`src/rtl/charlie_frame_scan_if.sv`:
```
// Upstream-to-scanner bundle: back-buffer row writes, commit request, and the scan/frame outputs
// consumed by the charlieplex driver.
interface charlie_frame_scan_if;
   // Handshake: wr_en and commit are single-cycle qualifiers sampled on every posedge. There is no
   // backpressure: a write is always accepted. A commit is held internally as swap_pending until
   // the copy is done. Repeated commits while pending merge into one request.
   logic        ena;
   logic        wr_en;
   logic [2:0]  wr_row;
   logic [7:0]  wr_data;
   logic        commit;
   logic [5:0]  charlie_index;
   logic [63:0] memory_frame_buffer;
   logic        frame_start;
   logic        swap_pending;
   logic        scan_active;

   modport master (
      output ena, wr_en, wr_row, wr_data, commit,
      input  charlie_index, memory_frame_buffer, frame_start, swap_pending, scan_active
   );

   modport slave (
      input  ena, wr_en, wr_row, wr_data, commit,
      output charlie_index, memory_frame_buffer, frame_start, swap_pending, scan_active
   );
endinterface

```
`src/rtl/charlie_frame_scan.sv`:
```
// Charlieplex scan sequencer with a double-buffered 8x8 frame store.
// The front buffer only changes at frame boundaries, or while idle, so the driver never sees a torn frame.
module charlie_frame_scan #(
   parameter int unsigned DWELL_CYCLES = 16,
   parameter bit          SKIP_DIAG    = 1'b1
) (
   input logic                 clk,
   input logic                 rst_n,
   charlie_frame_scan_if.slave bus
);

   typedef enum logic {
      IDLE = 1'b0,
      SCAN = 1'b1
   } state_t;

   localparam logic [5:0] FIRST      = SKIP_DIAG ? 6'd1 : 6'd0;
   localparam logic [5:0] LAST       = SKIP_DIAG ? 6'd62 : 6'd63;
   localparam logic [7:0] DWELL_LAST = 8'(DWELL_CYCLES - 1);

   state_t      state;
   logic [7:0]  dwell;
   logic [5:0]  index_q;
   logic [63:0] front_q;
   logic [63:0] back_q;
   logic        fs_q;
   logic        pend_q;

   logic [5:0]  inc1;
   logic [5:0]  inc2;
   logic [5:0]  next_index;
   logic [63:0] back_next;
   logic        dwell_done;
   logic        boundary;
   logic        do_swap;

   // Diagonal positions have row==col, so they are not real charlieplex LEDs and are stepped over.
   always_comb begin
      inc1       = index_q + 6'd1;
      inc2       = index_q + 6'd2;
      next_index = inc1;
      if (index_q == LAST)
         next_index = FIRST;
      else if (SKIP_DIAG && (inc1[5:3] == inc1[2:0]))
         next_index = inc2;
   end

   // A same-cycle row write is folded into the copy so a swap never misses it.
   always_comb begin
      back_next = back_q;
      if (bus.wr_en)
         back_next[{bus.wr_row, 3'b000} +: 8] = bus.wr_data;
   end

   assign dwell_done = (dwell == DWELL_LAST);
   assign boundary   = ((state == IDLE) && bus.ena) ||
                       ((state == SCAN) && bus.ena && dwell_done && (index_q == LAST));
   assign do_swap    = pend_q && (boundary || (state == IDLE));

   always_ff @(posedge clk or negedge rst_n) begin
      if (!rst_n) begin
         state   <= IDLE;
         dwell   <= '0;
         index_q <= '0;
         front_q <= '0;
         back_q  <= '0;
         fs_q    <= 1'b0;
         pend_q  <= 1'b0;
      end else begin
         back_q <= back_next;
         // A commit landing on the swap edge belongs to the following frame.
         if (do_swap) begin
            front_q <= back_next;
            pend_q  <= bus.commit;
         end else if (bus.commit) begin
            pend_q <= 1'b1;
         end

         case (state)
            IDLE: begin
               dwell <= '0;
               if (bus.ena) begin
                  state   <= SCAN;
                  index_q <= FIRST;
                  fs_q    <= 1'b1;
               end else begin
                  index_q <= '0;
                  fs_q    <= 1'b0;
               end
            end
            SCAN: begin
               if (!bus.ena) begin
                  state   <= IDLE;
                  index_q <= '0;
                  dwell   <= '0;
                  fs_q    <= 1'b0;
               end else if (dwell_done) begin
                  dwell   <= '0;
                  index_q <= next_index;
                  fs_q    <= (index_q == LAST);
               end else begin
                  dwell <= dwell + 8'd1;
                  fs_q  <= 1'b0;
               end
            end
            default: begin
               state   <= IDLE;
               index_q <= '0;
               dwell   <= '0;
               fs_q    <= 1'b0;
            end
         endcase
      end
   end

   assign bus.charlie_index       = index_q;
   assign bus.memory_frame_buffer = front_q;
   assign bus.frame_start         = fs_q;
   assign bus.swap_pending        = pend_q;
   assign bus.scan_active         = (state == SCAN);

endmodule

```
`src/flat_wrapper.sv`:
```
// flat-port wrapper written by rule: the top's interface ports become plain ports
module charlie_frame_scan_flat 
#(
   parameter int unsigned DWELL_CYCLES = 16,
   parameter bit          SKIP_DIAG    = 1'b1
)
  (clk, rst_n, bus_ena, bus_wr_en, bus_wr_row, bus_wr_data, bus_commit, bus_charlie_index, bus_memory_frame_buffer, bus_frame_start, bus_swap_pending, bus_scan_active);
  charlie_frame_scan_if bus_i ();
  input logic clk;
  input logic rst_n;
  input wire logic [$bits(bus_i.ena)-1:0] bus_ena;
  input wire logic [$bits(bus_i.wr_en)-1:0] bus_wr_en;
  input wire logic [$bits(bus_i.wr_row)-1:0] bus_wr_row;
  input wire logic [$bits(bus_i.wr_data)-1:0] bus_wr_data;
  input wire logic [$bits(bus_i.commit)-1:0] bus_commit;
  output wire logic [$bits(bus_i.charlie_index)-1:0] bus_charlie_index;
  output wire logic [$bits(bus_i.memory_frame_buffer)-1:0] bus_memory_frame_buffer;
  output wire logic [$bits(bus_i.frame_start)-1:0] bus_frame_start;
  output wire logic [$bits(bus_i.swap_pending)-1:0] bus_swap_pending;
  output wire logic [$bits(bus_i.scan_active)-1:0] bus_scan_active;
  assign bus_i.ena = bus_ena;
  assign bus_i.wr_en = bus_wr_en;
  assign bus_i.wr_row = bus_wr_row;
  assign bus_i.wr_data = bus_wr_data;
  assign bus_i.commit = bus_commit;
  assign bus_charlie_index = bus_i.charlie_index;
  assign bus_memory_frame_buffer = bus_i.memory_frame_buffer;
  assign bus_frame_start = bus_i.frame_start;
  assign bus_swap_pending = bus_i.swap_pending;
  assign bus_scan_active = bus_i.scan_active;
  charlie_frame_scan #(.DWELL_CYCLES(DWELL_CYCLES), .SKIP_DIAG(SKIP_DIAG)) u_core (.clk(clk), .rst_n(rst_n), .bus(bus_i));
endmodule
```
`config.mk`:
```
export PLATFORM = sky130hd
export DESIGN_NAME = charlie_frame_scan_flat
export DESIGN_NICKNAME = d
export VERILOG_FILES = /design/src/rtl/charlie_frame_scan_if.sv /design/src/rtl/charlie_frame_scan.sv /design/src/flat_wrapper.sv
export SDC_FILE = /design/constraint.sdc
export NUM_CORES = 1
export LEC_CHECK = 0
export ABC_CLOCK_PERIOD_IN_PS = 5800
export BUFFER_PORTS_ARGS = -buffer_cell sky130_fd_sc_hd__buf_4
export CAP_MARGIN = 10
export CORE_ASPECT_RATIO = 0.5
export CORE_UTILIZATION = 30
export DETAILED_ROUTE_END_ITERATION = 7
export HOLD_SLACK_MARGIN = 0.08
export PLACE_DENSITY = 0.46
export SLEW_MARGIN = 20
export SYNTH_ARGS = -nofsm -noshare
export SYNTH_HDL_FRONTEND = slang
export SYNTH_SLANG_ARGS = --single-unit
export TNS_END_PERCENT = 10
```
`constraint.sdc`:
```
create_clock -name clk -period 5.8 [get_ports clk]
set_clock_uncertainty 0.15 [all_clocks]
set_input_delay 0.58 -clock clk [delete_from_list [all_inputs] [get_ports clk]]
set_output_delay 0.58 -clock clk [all_outputs]
set_load 0.005 [all_outputs]
```
Word level (Yosys, flattened, before mapping)
Index checks and enable logic that the tools add are counted.
{"block": "word_totals", "ff_bits": 145, "latch_bits": 0, "mem_bits_rw": 0, "romBits": 0, "inputBits": 16, "output_inout_bits": 73, "elab_cells": 43, "n_memories": 0}
{"block": "classes", "add_sub_neg": 4, "n_mul": 0, "div": 0, "order_cmp": 0, "n_eq_ne": 4, "n_shift": 2, "muxes": 17, "n_bitwise": 1, "reduce_logical": 8}
{"cell": "$bwmux W64", "count": 1}
{"cell": "$mux W64", "count": 1}
{"cell": "$shift A8 B8 Y64 const A", "count": 1}
{"cell": "$shiftx A8 B8 Y64", "count": 1}
{"cell": "$mux W6", "count": 4}
{"cell": "$mux W8", "count": 2}
{"cell": "$pmux W8 S2", "count": 1}
{"cell": "$pmux W6 S2", "count": 1}
{"cell": "$add A8 B1 Y8 const B", "count": 1}
{"cell": "$eq A8 B4 Y1 const B", "count": 1}
{"cell": "$neg A6 Y8", "count": 1}
{"cell": "$add A6 B1 Y6 const B", "count": 1}
{"cell": "$add A6 B2 Y6 const B", "count": 1}
{"cell": "$eq A6 B6 Y1 const B", "count": 1}
{"cell": "$mux W1", "count": 6}
{"cell": "$logic_and A1 B1 Y1", "count": 5}
{"cell": "$eq A3 B3 Y1", "count": 1}
{"cell": "$ne A3 B3 Y1 const B", "count": 1}
{"cell": "$logic_or A1 B1 Y1", "count": 2}
{"cell": "$pmux W1 S2", "count": 1}
{"cell": "$reduce_bool A2 Y1", "count": 1}
{"cell": "$not A1 Y1", "count": 1}

Logic depth before layout (Yosys ltp)
{"block": "depth", "ltp_word": 7, "mapped_depth": 10, "mapped_depth_nobuf": 8}

Worst setup path before layout
OpenSTA, ideal clock, no wires.
{"block": "synth_path", "path_kind": "input to register", "from": "input bus_wr_row[0]", "to": "register u_core.front_q[32] (netlist: u_core.bus.memory_frame_buffer[32])", "setup_time_ns": 0.125, "arrival_time_ns": 2.708, "required_time_ns": 5.525, "slack_ns": 2.817, "stages": 9, "n_path_buf": 2, "path_cell_list": "buf_2 -> inv_1 -> ha_1 -> ha_1 -> nand2b_1 -> clkbuf_1 -> nor4b_4 -> mux2_2 -> mux2_4"}
{"block": "synth_via", "elab_chain_len": 4, "elab_cells_between_ends": 5, "classes_between": "add/sub: 1; shift: 2; mux: 2"}
{"item": "start: declaration", "line_no": "flat_wrapper.sv:13", "rtl": "input wire logic [$bits(bus_i.wr_row)-1:0] bus_wr_row;"}
{"item": "$neg A6 Y8 (*)", "line_no": "charlie_frame_scan.sv:52", "rtl": "back_next[{bus.wr_row, 3'b000} +: 8] = bus.wr_data;"}
{"item": "$shiftx A8 B8 Y64 / $shift A8 B8 Y64 (equally long branches)", "line_no": "charlie_frame_scan.sv:52"}
{"item": "$bwmux W64 (*)", "line_no": "charlie_frame_scan.sv:52"}
{"item": "$mux W64 (*)", "line_no": "charlie_frame_scan.sv:51", "rtl": "if (bus.wr_en)"}
{"item": "named net u_core.back_next[32]", "line_no": "charlie_frame_scan.sv:32", "rtl": "logic [63:0] back_next;"}
{"item": "end signal: assignment", "line_no": "charlie_frame_scan.sv:73", "rtl": "front_q <= back_next;"}
{"item": "end: declaration", "line_no": "charlie_frame_scan.sv:24", "rtl": "logic [63:0] front_q;"}
Mark *: on every way through the listed nets, which the timed path passes. The rest lies on a longest branch.
A chain may end at the register's enable or synchronous reset.

Worst setup path after layout
{"block": "layout_path", "from": "register u_core.index_q[0] (netlist: u_core.bus.charlie_index[0])", "to": "register u_core.front_q[41] (netlist: u_core.bus.memory_frame_buffer[41])"}
{"block": "layout_via", "elab_chain_len": 5}
{"item": "start: declaration", "line_no": "charlie_frame_scan.sv:23", "rtl": "logic [5:0] index_q;"}
{"item": "start signal: assignment", "line_no": "charlie_frame_scan.sv:99", "rtl": "index_q <= next_index;"}
{"item": "$eq A6 B6 Y1", "line_no": "charlie_frame_scan.sv:57", "rtl": "((state == SCAN) && bus.ena && dwell_done && (index_q == LAST));"}
{"item": "$logic_and A1 B1 Y1", "line_no": "charlie_frame_scan.sv:57"}
{"item": "$logic_or A1 B1 Y1", "line_no": "charlie_frame_scan.sv:56", "rtl": "assign boundary = ((state == IDLE) && bus.ena) ||"}
{"item": "$logic_or A1 B1 Y1", "line_no": "charlie_frame_scan.sv:58", "rtl": "assign do_swap = pend_q && (boundary || (state == IDLE));"}
{"item": "$logic_and A1 B1 Y1", "line_no": "charlie_frame_scan.sv:58"}
No other way between the ends.

==> metrics.csv <==
metric,value,unit
tritoncts,yes,
h-tree-depth,4,
synth_common_cells,"dfrtp_1 (145), mux2_4 (60), mux2_2 (56)",
pin_count,89,
cts.sinks,145,
ys_seq_elements,145,
yosys.area.top_type,dfrtp_1,
die_area,21200,um^2
hold_viol,0,
die_w,205,um
ir_drop,0.000205,V
critPathMaxFanout,47,
nets,537,
period_needed,3.20,ns
grt_antenna_before_repair,0,
drt-total-wl,13.8,mm
avgSynthCellArea,14.7,um^2
wl_per_cell,17.4,um
synth_area_leaders,"dfrtp_1 (59%), mux2_4 (15%), mux2_2 (10%)",
maxCapViolCount,0,
start_util,31.2,%
synth.distinct_cells,49,
drc,0,
fin_cells,793,
synth_edf_count,0,
path_clk_slew,0.07,ns
arrival,3.36,ns
vias,3544,
core_area,19800,um^2
power.density,411,nW/um^2
ys.warnings.count,0,
vias_per_cell,4.47,
endpoint_kind,flop,
synth-async-reset-ratio,100,%
grt_pass1_wl,22.5,mm
crit_path_start_kind,flop,
port-buffer-count,88,
synth_area,6180,um^2
ctsResizeCount,0,
path_cells,"inv_1, ha_1, and4_1, nand3_1, a21bo_4, buf_4, mux2_4",
drive_gt1_share,46.5,%
rsz0062_at_grt,false,
slowest_stage,a21bo_4,
max_slew_margin,27.2,%
dpl.cell_count,760,
max_slew.worst_pin.slew,1.09,ns
hold_buffers,1,
gp_congestion,0.790,
grt_overflow,0,
setup_violations,0,
finalPower,3.15,mW
fp.dieH,104,um
cpPeakStageDelay,0.82,ns
clock_latency,0.42,ns
drt_iter0_markers,107,
ys_seq_area_share,58.7,%
synth_top_area_share,58.7,%
drtAntennaViolNets,0,
final_util,38.6,%
min_period_over_period,55.2,%
detail_route.first_pass.iterations,4,
post-cts-setup-buffer-count,0,
fmax,312,MHz
root_buffer,clkbuf_16,
synth_flop_cell,dfrtp_1,
synth_cells,421,
syn_to_final_growth,23.8,%
slew_viol_final,0,
hold_class,in2reg,
num_antenna_cells,0,
fin_setup_tns,0,ns
gr-usage-all-layers,14.1,%
cts_buffers,17,
dp_hpwl,8.75,mm
status,"finished, final reports clean",
first_global_vias,3873,
crit_type,reg2reg,
leakagePower,3.73,nW
clock_path_buffers,2,
core.rowCount,36,
synth_nets,444,
hold_ws,0.155,ns
synth_most_common_cell,dfrtp_1,
cp_data_required_time,5.96,ns
grt_max_degree,79,
[cells by family after synthesis]
logic type                 share of synthesized area (%)
adders and majority gates                           1.42
and+or+nand+nor                                     7.21
DFF                                                 58.7
buffers and inverters                               2.33
AOI/OAI and AO/OA                                   3.76
xor gates and xnor gates                            1.50
muxes                                               25.1
[state kept, by name, summed over array words and instances (netlist names)]
name and count:
u_core.bus.swap_pending 1, u_core.dwell 8, u_core.bus.charlie_index 6, u_core.bus.frame_start 1
u_core.back_q 64, u_core.bus.scan_active 1, u_core.bus.memory_frame_buffer 64
[layer usage]
metal | up-vias | part of all wire (%) | track usage, %
li1 | 1673 | - | -
met1 | 1807 | 49 | 19.5
met2 | 51 | 46 | 21.2
met3 | 13 | 3.7 | 3.65
met4 | 0 | 1.1 | 4.87
met5 | - | 0 | 0
[placed cells by master, fill, tap and decap left out, types with 3 or more instances in the layout]
cell type	count
inv_1	6
xnor2_1	6
dfrtp_1	145
o21ai_0	14
o211ai_1	4
nor2b_1	10
clkbuf_16	17
nand2_1	23
nor3_1	3
and3_1	4
inv_6	7
nand3_1	12
mux2_4	60
a21oi_1	3
inv_8	3
nor2_1	14
ha_1	7
mux2_2	56
buf_4	89
o31ai_1	3
[layout make-up]
class,instances,area (um^2)
clock buffer,17,425
clock inverter,15,140
fill,1934,12200
inverter,6,22.5
multi-input combinational,253,2420
sequential,145,3630
tap,266,333
timing repair buffer,91,689
[worst max-delay path: cells and delay by family (launching register included)]
kind                     cells  cell delay (ns)
AND/OR/NAND/NOR              2             0.37
adder cells (fa/ha/maj)      1             0.20
AO/OA/AOI/OAI                1             0.82
buffers and inverters        2             0.65
multiplexers                 1             0.34
flip-flops                   1             0.52
[final timing paths]
kind                                                   from                                  to  slack [ns]  depth (start not counted)
worst max-delay path            u_core.bus.charlie_index[0]  u_core.bus.memory_frame_buffer[41]        2.60                          7
worst min-delay path                                bus_ena              u_core.bus.scan_active        0.16                          1
worst max register to register  u_core.bus.charlie_index[0]  u_core.bus.memory_frame_buffer[41]        2.60                          7
worst min register to register              u_core.dwell[0]                     u_core.dwell[0]        0.31                          1
max in group asynchronous                             rst_n                   u_core.back_q[61]        3.54                          3
min in group asynchronous                             rst_n         u_core.bus.charlie_index[2]        0.60                          2
[per-stage QoR]
step	area (um^2)	worst slack [ns]
after CTS	7650	2.56
final	7650	2.60
after global placement	7080	2.53
after floorplan	6180	2.82
after detailed placement	7080	2.49
after global routing	7650	2.44
[power by group]
group / leakage [nW] / internal, mW / switching (mW)
combinational: 1.59 / 0.458 / 0.246
sequential: 1.86 / 1.26 / 0.118
clock: 0.275 / 0.569 / 0.494
total: 3.73 / 2.29 / 0.857
Note: power is estimated with default switching activity, not from simulation.
